### config.mk
export PLATFORM = sky130hd
export DESIGN_NAME = vc_input_buffer
export DESIGN_NICKNAME = d
export VERILOG_FILES = /design/src/rtl/vc_input_buffer.sv
export SDC_FILE = /design/constraint.sdc
export NUM_CORES = 1
export LEC_CHECK = 0
export BUFFER_PORTS_ARGS = -buffer_cell sky130_fd_sc_hd__buf_2
export CAP_MARGIN = 20
export CORE_MARGIN = 1
export CORE_UTILIZATION = 55
export CTS_BUF_LIST = sky130_fd_sc_hd__clkbuf_4
export DETAILED_ROUTE_END_ITERATION = 16
export PLACE_DENSITY = 0.75
export SETUP_SLACK_MARGIN = 0.02
export SLEW_MARGIN = 10
export SYNTH_ARGS = -nofsm -noshare
export SYNTH_HDL_FRONTEND = slang
export SYNTH_SLANG_ARGS = --single-unit
### constraint.sdc
create_clock -name clk -period 4.8 [get_ports clk]
set_input_delay 0.24 -clock clk [delete_from_list [all_inputs] [get_ports clk]]
set_output_delay 0.24 -clock clk [all_outputs]
set_load 0.02 [all_outputs]
### src/rtl/vc_input_buffer.sv
// vc_input_buffer
// ---------------------------------------------------------------------------
// Two-virtual-channel flit buffer placed in front of one router input port.
// Upstream flits are stored in one FIFO per VC. A VC is then chosen by
// round-robin, subject to the router's per-VC packet lock. The chosen flit is
// presented through a single registered holding stage.
//
// Handshake semantics (both sides):
//   Upstream:   a flit is accepted when S_VALID && S_RDY[S_VCH]. S_RDY depends
//               only on registered occupancy. A valid flit on a VC whose S_RDY
//               is low is dropped and latches S_OVF.
//   Downstream: a transfer happens when OVALID && D_RDY[OVCH]. Once OVALID is
//               high, ODATA/OVCH stay frozen and OVALID stays high until that
//               transfer.
//
// Ports:
//   clk, RST_          clock (rising edge); asynchronous active-low reset
//   S_DATA/S_VALID/S_VCH  upstream flit, valid and VC select
//   S_RDY[1:0]         per-VC "FIFO not full"
//   S_OVF              sticky overflow (flit dropped), cleared only by reset
//   ODATA/OVALID/OVCH  registered flit to router IDATA/IVALID/IVCH
//   D_RDY[1:0]         router per-VC ready
//   D_LCK[1:0]         router per-VC packet-in-progress lock
//   FLIT_CNT_0/1       per-VC forwarded-flit counters
//
// Configuration macro: VCBUF_CNT_EN
//   When defined, the 16-bit wrapping flit counters are built.
//   When undefined, FLIT_CNT_0/FLIT_CNT_1 are tied to zero.
// ---------------------------------------------------------------------------
module vc_input_buffer #(
    parameter int DW    = 35,
    parameter int DEPTH = 4
) (
    input  logic          clk,
    input  logic          RST_,
    input  logic [DW-1:0] S_DATA,
    input  logic          S_VALID,
    input  logic          S_VCH,
    output logic [1:0]    S_RDY,
    output logic          S_OVF,
    output logic [DW-1:0] ODATA,
    output logic          OVALID,
    output logic          OVCH,
    input  logic [1:0]    D_RDY,
    input  logic [1:0]    D_LCK,
    output logic [15:0]   FLIT_CNT_0,
    output logic [15:0]   FLIT_CNT_1
);

    localparam int AW = $clog2(DEPTH);
    localparam int PW = AW + 1;

    logic [DW-1:0] r_mem [2][DEPTH];
    logic [PW-1:0] r_wptr [2];
    logic [PW-1:0] r_rptr [2];
    logic          r_prio;
    logic          r_lastvc;

    logic [1:0]    w_full;
    logic [1:0]    w_empty;
    logic [1:0]    w_push;
    logic [1:0]    w_pop;
    logic [1:0]    w_elig;
    logic          w_xfer;
    logic          w_can_load;
    logic          w_cur_vc;
    logic          w_lock;
    logic          w_sel;
    logic          w_load;
    logic [AW-1:0] w_wr_idx;
    logic [AW-1:0] w_rd_idx;

    always_comb begin
        for (int v = 0; v < 2; v++) begin
            w_empty[v] = (r_wptr[v] == r_rptr[v]);
            w_full[v]  = (r_wptr[v][AW] != r_rptr[v][AW]) &&
                         (r_wptr[v][AW-1:0] == r_rptr[v][AW-1:0]);
        end
    end

    assign S_RDY = ~w_full;

    assign w_push[0] = S_VALID && !S_VCH && S_RDY[0];
    assign w_push[1] = S_VALID &&  S_VCH && S_RDY[1];

    assign w_xfer     = OVALID && D_RDY[OVCH];
    assign w_can_load = !OVALID || w_xfer;

    // The lock refers to the VC of the most recent transfer. When a transfer
    // happens this cycle, that VC is OVCH, not the registered r_lastvc.
    assign w_cur_vc = w_xfer ? OVCH : r_lastvc;
    assign w_lock   = D_LCK[w_cur_vc];

    assign w_elig[0] = !w_empty[0] && (!w_lock || !w_cur_vc);
    assign w_elig[1] = !w_empty[1] && (!w_lock ||  w_cur_vc);

    // The pointer only matters when both VCs compete. Otherwise the single
    // eligible VC is taken.
    assign w_sel  = (w_elig == 2'b11) ? r_prio : w_elig[1];
    assign w_load = w_can_load && (|w_elig);

    assign w_pop[0] = w_load && !w_sel;
    assign w_pop[1] = w_load &&  w_sel;

    assign w_wr_idx = S_VCH ? r_wptr[1][AW-1:0] : r_wptr[0][AW-1:0];
    assign w_rd_idx = w_sel ? r_rptr[1][AW-1:0] : r_rptr[0][AW-1:0];

    // Storage is not reset; validity is carried entirely by the pointers.
    always_ff @(posedge clk) begin
        if (|w_push) begin
            r_mem[S_VCH][w_wr_idx] <= S_DATA;
        end
    end

    always_ff @(posedge clk or negedge RST_) begin
        if (!RST_) begin
            r_wptr[0] <= '0;
            r_wptr[1] <= '0;
            r_rptr[0] <= '0;
            r_rptr[1] <= '0;
            S_OVF     <= 1'b0;
        end else begin
            for (int v = 0; v < 2; v++) begin
                if (w_push[v]) r_wptr[v] <= r_wptr[v] + 1'b1;
                if (w_pop[v])  r_rptr[v] <= r_rptr[v] + 1'b1;
            end
            if (S_VALID && !S_RDY[S_VCH]) begin
                S_OVF <= 1'b1;
            end
        end
    end

    always_ff @(posedge clk or negedge RST_) begin
        if (!RST_) begin
            OVALID   <= 1'b0;
            OVCH     <= 1'b0;
            ODATA    <= '0;
            r_prio   <= 1'b0;
            r_lastvc <= 1'b0;
        end else begin
            if (w_load) begin
                ODATA  <= r_mem[w_sel][w_rd_idx];
                OVCH   <= w_sel;
                OVALID <= 1'b1;
                r_prio <= ~w_sel;
            end else if (w_xfer) begin
                OVALID <= 1'b0;
            end
            if (w_xfer) begin
                r_lastvc <= OVCH;
            end
        end
    end

`ifdef VCBUF_CNT_EN
    logic [15:0] r_cnt0;
    logic [15:0] r_cnt1;

    always_ff @(posedge clk or negedge RST_) begin
        if (!RST_) begin
            r_cnt0 <= '0;
            r_cnt1 <= '0;
        end else if (w_xfer) begin
            if (OVCH) r_cnt1 <= r_cnt1 + 16'd1;
            else      r_cnt0 <= r_cnt0 + 16'd1;
        end
    end

    assign FLIT_CNT_0 = r_cnt0;
    assign FLIT_CNT_1 = r_cnt1;
`else
    assign FLIT_CNT_0 = 16'd0;
    assign FLIT_CNT_1 = 16'd0;
`endif

endmodule

==> Yosys cells after proc, flatten, opt, wreduce, memory -nomap -nowiden <==
Memory sizes are Yosys's and may differ from the RTL's.
Cells that the tools add are included.
{ "totals": {"reg_bits": 52, "ramBits": 280, "input_bits": 43, "wordCells": 79, "memories": 1} }
{ "mem_list": {"columns": ["memory", "depth", "width", "read_ports", "rd_ports_with_merged_regs", "wr", "line", "rtl"], "rows": [
  ["r_mem", 2, 140, 1, 0, 1, "53", "logic [DW-1:0] r_mem [2][DEPTH];"]
]} }
{ "classes": {"addsub": 4, "magnitude_cmp": 6, "eq_ne": 7, "n_mux": 19, "bitwise_logic": 4, "reduce_logical": 28} }
{ "ops": {"columns": ["cell", "count"], "rows": [
  ["2-to-1 mux 140 bit", 1],
  ["2-to-1 mux 35 bit", 3],
  ["binary-select mux 35 bit (select 2 bit)", 1],
  ["demux 35 bit (select 2 bit)", 1],
  ["logical AND 1 bit", 14],
  ["adder 3 x 1 -> 3 bit (second input constant)", 4],
  ["2-to-1 mux 1 bit", 11],
  ["zero test 1 bit", 8],
  ["== test 3 bit", 2],
  [">= comparator 3 bit (second input constant)", 2],
  ["less-than comparator 1 x 2 -> 1 bit (second input constant)", 3],
  ["NOT 2 -> 3 bit", 2],
  ["== test 2 bit", 2],
  ["2-to-1 mux 2 bit", 2],
  ["OR reduction 2 bit", 2],
  ["logical OR 1 bit", 3],
  ["less-than comparator 3 x 1 -> 1 bit (second input constant)", 1],
  ["== test 2 bit (second input constant)", 1],
  ["inequality test 1 bit", 2],
  ["NOT 2 bit", 1],
  ["nonzero test 2 bit", 1],
  ["NOT 1 bit", 1]
]} }

==> Longest topological paths before layout <==
Gate-level depths: netlist of run 1.
{ "logic_depth": {"ltp_word": 16, "mapped_depth": 9} }

==> Worst setup path before layout of run 1 <==
Ideal clock, no wire load.
{ "synth_timing": {"path_type": "register -> register", "start": "reg r_rptr[4] (netlist name)", "end": "mem r_mem[0][105] (netlist name) (enable)", "setup_time_ns": 0.478, "arrival_time_ns": 4.036, "required_time_ns": 4.322, "path_slack_ns": 0.286, "path_stages_with_launch": 8, "period_less_slack_ns": 4.514, "path_cell_list": "dfrtp_1 -> buf_2 -> xor2_1 -> nor2_1 -> nand2_1 -> and3b_1 -> clkbuf_1 -> nor3b_1"} }
{ "synth_between": {"elab_chain_len": 7} }
{ "synth_rtl": {"columns": ["element", "line", "rtl"], "rows": [
  ["start, declared", "55", "logic [PW-1:0] r_rptr [2];"],
  ["start signal, assigned by index", "125", "if (w_pop[v]) r_rptr[v] <= r_rptr[v] + 1'b1;"],
  ["== test 2 bit", "77", "(r_wptr[v][AW-1:0] == r_rptr[v][AW-1:0]);"],
  ["logical AND 1 bit", "76", "w_full[v] = (r_wptr[v][AW] != r_rptr[v][AW]) &&"],
  ["NOT 2 bit", "81", "assign S_RDY = ~w_full;"],
  ["via S_RDY[0]", "39", "output logic [1:0] S_RDY,"],
  ["logical AND 1 bit", "83", "assign w_push[0] = S_VALID && !S_VCH && S_RDY[0];"],
  ["OR reduction 2 bit", "110", "if (|w_push) begin"],
  ["2-to-1 mux 1 bit", "110", null],
  ["2-to-1 mux 140 bit (not written as such)", "111", "r_mem[S_VCH][w_wr_idx] <= S_DATA;"],
  ["end, declared", "53", null]
]} }
The timed path passes the listed nets, and every way through them passes these cells.

==> Final worst setup path of run 1 <==
{ "layout_timing": {"start": "reg r_rptr[4] (netlist name)", "end": "reg r_rptr[1] (netlist name)"} }
{ "layout_between": {"elab_chain_len": 6, "elab_cells_between_ends": 8, "classes_between": "eq/ne (2); mux (1); reduce/logical (5)"} }
{ "layout_rtl": {"columns": ["element", "line", "rtl"], "rows": [
  ["== test 3 bit *", "75", "w_empty[v] = (r_wptr[v] == r_rptr[v]);"],
  ["zero test 1 bit *", "94", "assign w_elig[0] = !w_empty[0] && (!w_lock || !w_cur_vc);"],
  ["logical AND 1 bit *", "94", null],
  ["== test 2 bit or OR reduction 2 bit (tied branches)", "99, 100", null],
  ["2-to-1 mux 1 bit or logical AND 1 bit (tied branches)", "99, 100", null],
  ["logical AND 1 bit *", "103", "assign w_pop[1] = w_load && w_sel;"]
]} }
Mark *: on every way between the ends. The rest lies on a longest branch, timed or not.
A chain may end at the register's enable or synchronous reset.

==> flow_summary.toml, run 1 <==
[global_route]
grt_start_max_net_pins = 77
first_global_vias = 7071
grt_pass1_wl_mm = 37.8
grt_antenna_before_repair = 2
grt_overflow = 0
grt_usage_pct = 21.2

[cts]
cts.path.max_buffers = 3
cts_inserted_buffers = 78
cts_root_buf = "clkbuf_4"
clk_pin_slew_ps = 70
h-tree-depth = 3
clock_latency_ps = 660
cts.repair.resized = 0
cts_tree = "done"
numClockSinks = 332

[routing]
vias_per_cell = 5.41
drc = 0
drtIter0Drc = 458
first_pass_iters = 5
postRouteAntennaNets = 0
vias = 6683
wl_per_cell_um = 19.4
wl_mm = 23.9

[floorplanning]
die_x_um = 155
start_util_pct = 56.5
io_pins = 115
rows = 55
dieArea_um2 = 24000
chipHeight_um = 155
coreArea_um2 = 22800

[cells_and_area]
final_cell_area_um2 = 14900
finalNetCount = 906
syn_to_final_growth_pct = 16.1
drive_gt1_share_pct = 33.6
num-fill-cells = 1551

[sta]
fin_worst_skew_ps = 28.6
maxSlewViolCount = 0
whs_ps = 109
slew_headroom_pct = 27.7
fmax_mhz = 323
tightest_slew_ps = 1080
grt_setup_unrepaired = "no"
hold_violations = 0
fin_tns_setup_ps = 0
min_period_ps = 3100
fin_crit_sh_pct = 64.5
timing.final.ws_setup_ps = 1700
setup_viol = 0

[yosys]
yosys-top-cells-area = "edfxtp_1 (65%), mux4_2 (12%), dfrtp_1 (10%)"
synth_cell_types = 36
synth-edff-count = 280
synth-seq-area-share_pct = 75.5
ys_ff_latch = 332
synth_top_area_share_pct = 65.4
yosys.area.top_type = "edfxtp_1"
synthFlopType = "edfxtp_1"
syn-cell-area_um2 = 12900
avgSynthCellArea_um2 = 19.0
syn_inst = 678
yosys_warnings = 0
synth-async-reset-ratio_pct = 15.7

[setup_path]
arrival_ps = 3640
ff2ff_path_depth = 8
crit_required_ps = 5340
startpoint_type = "flip-flop"
crit_type = "flip-flop to flip-flop"
cp_max_fo = 38
cp-end-kind = "flip-flop"

[pwr]
vdd_ir_drop_max_mv = 0.455
power_density_nw_per_um2 = 623
leakagePower_uw = 0.00534

[place]
io_buffers = 82
pre_cts_ws_ps = 1730
routabilityCongestion = 0.741
hpwl_mm = 13.2
placed_area_um2 = 13500

[run_status]
outcome = "finished, final reports clean"

[flow_run]
cap_violations = 0

[worst_hold_path]
min_path_type = "input pin to flip-flop"
min_path_cells = 3
through the flow:
step | instances | power, µW | utilization [%]
floorplan | 709 | 6310 | -
global placement | 1049 | 6970 | 59.0
detailed placement | 1050 | 7100 | 59.2
CTS | 1233 | 9420 | 65.5
global route | 1235 | 9840 | 65.6
finish | 1235 | 9310 | 65.6
cells by family (layout without fill, tap and decap cells):
kind of cell	count (synthesis)	after routing	share of synthesized area (%)
and+or+nand+nor	139	139	4.53
muxes	76	76	12.8
DFF	332	332	75.5
buffers and inverters	66	277	3.45
adders and majority gates	4	4	0.389
AOI/OAI and AO/OA	46	46	2.34
xor gates and xnor gates	14	14	0.954
other	1	34	0.0292
worst max-delay path, cell delays in order, from the launching register on:
cell,delay [ps]
dfrtp_2,340
buf_4,470
xor2_1,180
nor3_2,280
o211ai_1,140
nand2_1,650
buf_4,420
nand2_1,180
mux2_2,330
path summary, 6_finish.rpt:
path,to,slack [ps],from
max,r_rptr[1],1700,r_rptr[4]
max in group asynchronous,r_rptr[0],3980,RST_
min reg2reg,r_prio,500,r_prio
min,r_wptr[0],110,S_VCH
max reg2reg,r_rptr[1],1700,r_rptr[4]
min in group asynchronous,ODATA[24],270,RST_
repair_timing:
item / in CTS / in global routing
setup endpoints to repair: 0 / 0
buffers inserted: 0 / 0
hold buffers: 42 / 0
endpoints found under the hold margin: 335 / 0
per-layer routing:
layer	up-vias	part of all wire, %	global-route usage (%)
met1	3406	42	27.7
met3	35	5.4	3.90
met5	-	0	0
met2	236	51	35.5
met4	0	1.7	8.86
li1	3006	-	-
layout make-up:
type | instances | area [µm²] | share of cell area, %
sequential | 332 | 9710 | 65.1
antenna | 2 | 5.00 | 0.0335
tap | 313 | 392 | 2.62
inverter | 1 | 3.75 | 0.0251
clock inverter | 21 | 133 | 0.888
timing repair buffer | 135 | 933 | 6.25
clock buffer | 120 | 901 | 6.03
multi-input combinational | 311 | 2850 | 19.1
Yosys cell counts, types with 2 or more instances:
cell      number
nand3_1        2
xor2_1         9
and3_1         3
buf_4         37
o211ai_1       3
xnor2_1        5
nand2_1       83
buf_2         10
and3b_1        3
dfrtp_1       52
ha_1           4
mux4_2        70
mux2_2         3
buf_6          6
edfxtp_1     280
a31oi_1       35
nor2_1        41
clkbuf_1      12
mux2i_1        2
nor3b_1        2
power by group:
group | switching [µW] | internal (µW) | leakage [µW] | total, µW
combinational | 1850 | 1240 | 0.00160 | 3090
sequential | 255 | 3690 | 0.00313 | 3950
clock | 1030 | 1250 | 0.000618 | 2270
cells in the final DEF (no fill, tap or decap), types with 2 or more instances in the layout:
| cell | instances |
|---|---|
| nor2_1 | 39 |
| a31oi_1 | 35 |
| inv_2 | 2 |
| dlygate4sd3_1 | 42 |
| nor3b_2 | 2 |
| dfrtp_2 | 4 |
| buf_4 | 10 |
| nand3_1 | 2 |
| xnor2_1 | 5 |
| clkbuf_4 | 120 |
| xor2_1 | 9 |
| mux2_2 | 3 |
| buf_2 | 82 |
| o211ai_1 | 3 |
| bufinv_16 | 2 |
| clkinv_1 | 16 |
| and3b_2 | 2 |
| and3_2 | 2 |
| mux2i_1 | 2 |
| nor2_4 | 2 |
| ha_1 | 4 |
| nand2_1 | 83 |
| mux4_2 | 70 |
| diode_2 | 2 |
| edfxtp_1 | 280 |
| conb_1 | 32 |
| dfrtp_1 | 48 |
state kept, by name, indices dropped and copies added, names as in the netlist:
register / flops
r_wptr: 6
r_mem: 280
ODATA: 35
OVCH: 1
r_lastvc: 1
S_OVF: 1
r_rptr: 6
OVALID: 1
r_prio: 1
Power figures use the tool's default switching activity.
==> run 2: changes to the inputs <==
Settings changed: ABC_AREA set to 1, PLACE_DENSITY 0.75 to 0.77.
Clock period 4.8 ns to 2.8 ns, I/O delays scaled along.
==> flow_summary.toml, run 2 <==
[run_status]
outcome = "finished, final reports clean"

[global_route]
grt_antenna_before_repair = 1
grt_pass1_wl_mm = 51.8
grt_overflow = 0
grt_usage_pct = 25.5
grt_start_max_net_pins = 93
first_global_vias = 9970

[setup_path]
worst_path_largest_cell_delay_ps = 660
crit_top_cell = "nand2_1"
cp_max_fo = 35
crit_type = "flip-flop to flip-flop"
path_cells = "inv_1 -> nand2_1 -> nand2_1 -> nand3_1 -> nand2_1 -> inv_4 -> nand2_4 -> nand2_1 -> o21ai_4 -> inv_2 -> nand2_1 -> nand2_1 -> nand2_1 -> nand2_1"
crit_family = "buffers and inverters"
crit_buf_inv = 3
crit_required_ps = 3440
startpoint_type = "flip-flop"
cp-end-kind = "flip-flop"
arrival_ps = 3110
critical_path.slowest_cell = "inv_2"

[floorplanning]
die_x_um = 163
chipHeight_um = 163
coreArea_um2 = 25300
rows = 58
dieArea_um2 = 26500
start_util_pct = 56.3
io_pins = 115

[sta]
fmax_mhz = 404
whs_ps = 122
min_period_ps = 2470
maxSlewViolCount = 0
fin_worst_skew_ps = 43.4
hold_violations = 0
tightest_slew_ps = 909
slew_headroom_pct = 39.3
setup_viol = 0
grt_setup_unrepaired = "no"
fin_crit_sh_pct = 88.4

[yosys]
synth_commonest_cells = "nand2_1 (736), edfxtp_1 (280), nand3_1 (152)"
muxShareOfSynthArea_pct = 0
yosys.area.top_type = "edfxtp_1"
synthAdderAreaFrac_pct = 0.352
synth_top_area_share_pct = 59.1
synth-async-reset-ratio_pct = 15.7
ys_ff_latch = 332
synth_cell_types = 26
synth-simple-area-share_pct = 25.6
syn_inst = 1392
synthXorXnorAreaFrac_pct = 0.616
avgSynthCellArea_um2 = 10.2
yosysMostFrequentCell = "nand2_1"
synthFlopType = "edfxtp_1"
yosys_warnings = 0
yosys-top-cells-area = "edfxtp_1 (59%), nand2_1 (19%), dfrtp_1 (9.1%)"
syn-cell-area_um2 = 14200
synth_compound_area_share_pct = 0.387
synth_top_family_by_area = "simple AND/OR/NAND/NOR gates"
synth-seq-area-share_pct = 68.3
synth-edff-count = 280

[routing]
drtIter0Drc = 905
wl_per_cell_um = 16.8
first_pass_iters = 5
postRouteAntennaNets = 0
drc = 0
wl_mm = 32.8
vias_per_cell = 5.28
vias = 10300

[cells_and_area]
largest_reg_flops = 280
reg_top3 = "r_mem: 280 flops, ODATA: 35 flops"
drive_gt1_share_pct = 16.5
largest-register = "r_mem"
final_common_cell = "nand2_1"
finalNetCount = 1604
final_cell_mix = "nand2_1 (734), edfxtp_1 (280), nand3_1 (152)"
syn_to_final_growth_pct = 16.5

[pwr]
finalPower_uw = 20600
power_density_nw_per_um2 = 1240
vdd_ir_drop_max_mv = 1.20
leakagePower_uw = 0.00742

[flow_run]
cap_violations = 0

[place]
hpwl_mm = 16.9
io_buffers = 82
routabilityCongestion = 0.821

[cts]
clock_latency_ps = 720
cts.path.max_buffers = 3
cts_inserted_buffers = 83
numClockSinks = 332
clk_pin_slew_ps = 70
cts_root_buf = "clkbuf_4"
h-tree-depth = 3
cts_tree = "done"
cts.repair.resized = 0

[worst_hold_path]
min_path_type = "input pin to async pin"
-- run 2: cell count changes after synthesis, moves of 16 or more --
| cell | before | now |
|---|---|---|
| inv_1 | 1 | 17 |
| mux4_2 | 70 | 0 |
| nor2_1 | 41 | 11 |
| a31oi_1 | 35 | 0 |
| nand3_1 | 2 | 152 |
| nand2_1 | 83 | 736 |
| buf_2 | 10 | 57 |
-- run 2: timing repair --
item                       CTS  global route
hold buffers                42             0
setup endpoints to repair    0             0
setup buffers                0             0
hold endpoints to repair   323             0
-- run 2: path summary, 6_finish.rpt --
check,slack [ps],cells after the start,end,startpoint
max,330,14,ODATA[19],r_wptr[1]
min in group clk,220,6,OVALID,D_LCK[1]
min reg2reg,480,2,ODATA[29],ODATA[29]
max reg2reg,330,14,ODATA[19],r_wptr[1]
min,120,2,ODATA[18],RST_
max in group asynchronous,1920,3,ODATA[10],RST_
-- run 2: final cells by class --
cell class | instances | area (µm²)
Inverter | 21 | 81.3
Antenna cell | 2 | 5.00
Timing Repair Buffer | 155 | 1190
Fill cell | 1976 | 8690
Sequential cell | 332 | 9710
Multi-Input combinational cell | 964 | 4030
Clock buffer | 128 | 961
Clock inverter | 25 | 176
Tap cell | 330 | 413
-- run 2: power by group --
part           leakage (µW)  internal (µW)  total, µW  switching, µW
registers           0.00318           6170       6490            321
logic               0.00357           2900       9870           6970
clock network      0.000678           2360       4270           1910
-- run 2: cell families (layout without fill, tap and decap cells) --
family / count (synthesis) / count (layout)
buffers and inverters: 127 / 329
adders and majority gates: 4 / 4
AOI/OAI and AO/OA: 9 / 9
other: 1 / 34
DFF: 332 / 332
and+or+nand+nor: 909 / 909
xor gates and xnor gates: 10 / 10
-- run 2: per-stage QoR --
step	cell area [µm²]	util, %	setup slack [ps]	TNS [ps]	std cells
after floorplan	14400	-	-388	-47200	1423
after global placement	15000	59.4	441	0	1760
after detailed placement	15000	59.4	362	0	1760
after CTS	16600	65.6	328	0	1955
after global routing	16600	65.6	98.2	0	1957
final	16600	65.6	326	0	1957
-- run 2: per-layer routing --
| layer | up-vias | routed length [µm] | part of all wire [%] | track usage [%] |
|---|---|---|---|---|
| met2 | 499 | 16200 | 49 | 43.0 |
| li1 | 4931 | - | - | - |
| met1 | 4846 | 13000 | 40 | 32.7 |
| met4 | 0 | 696 | 2.1 | 9.86 |
| met3 | 66 | 2910 | 8.9 | 4.99 |
| met5 | - | 0 | 0 | 0 |
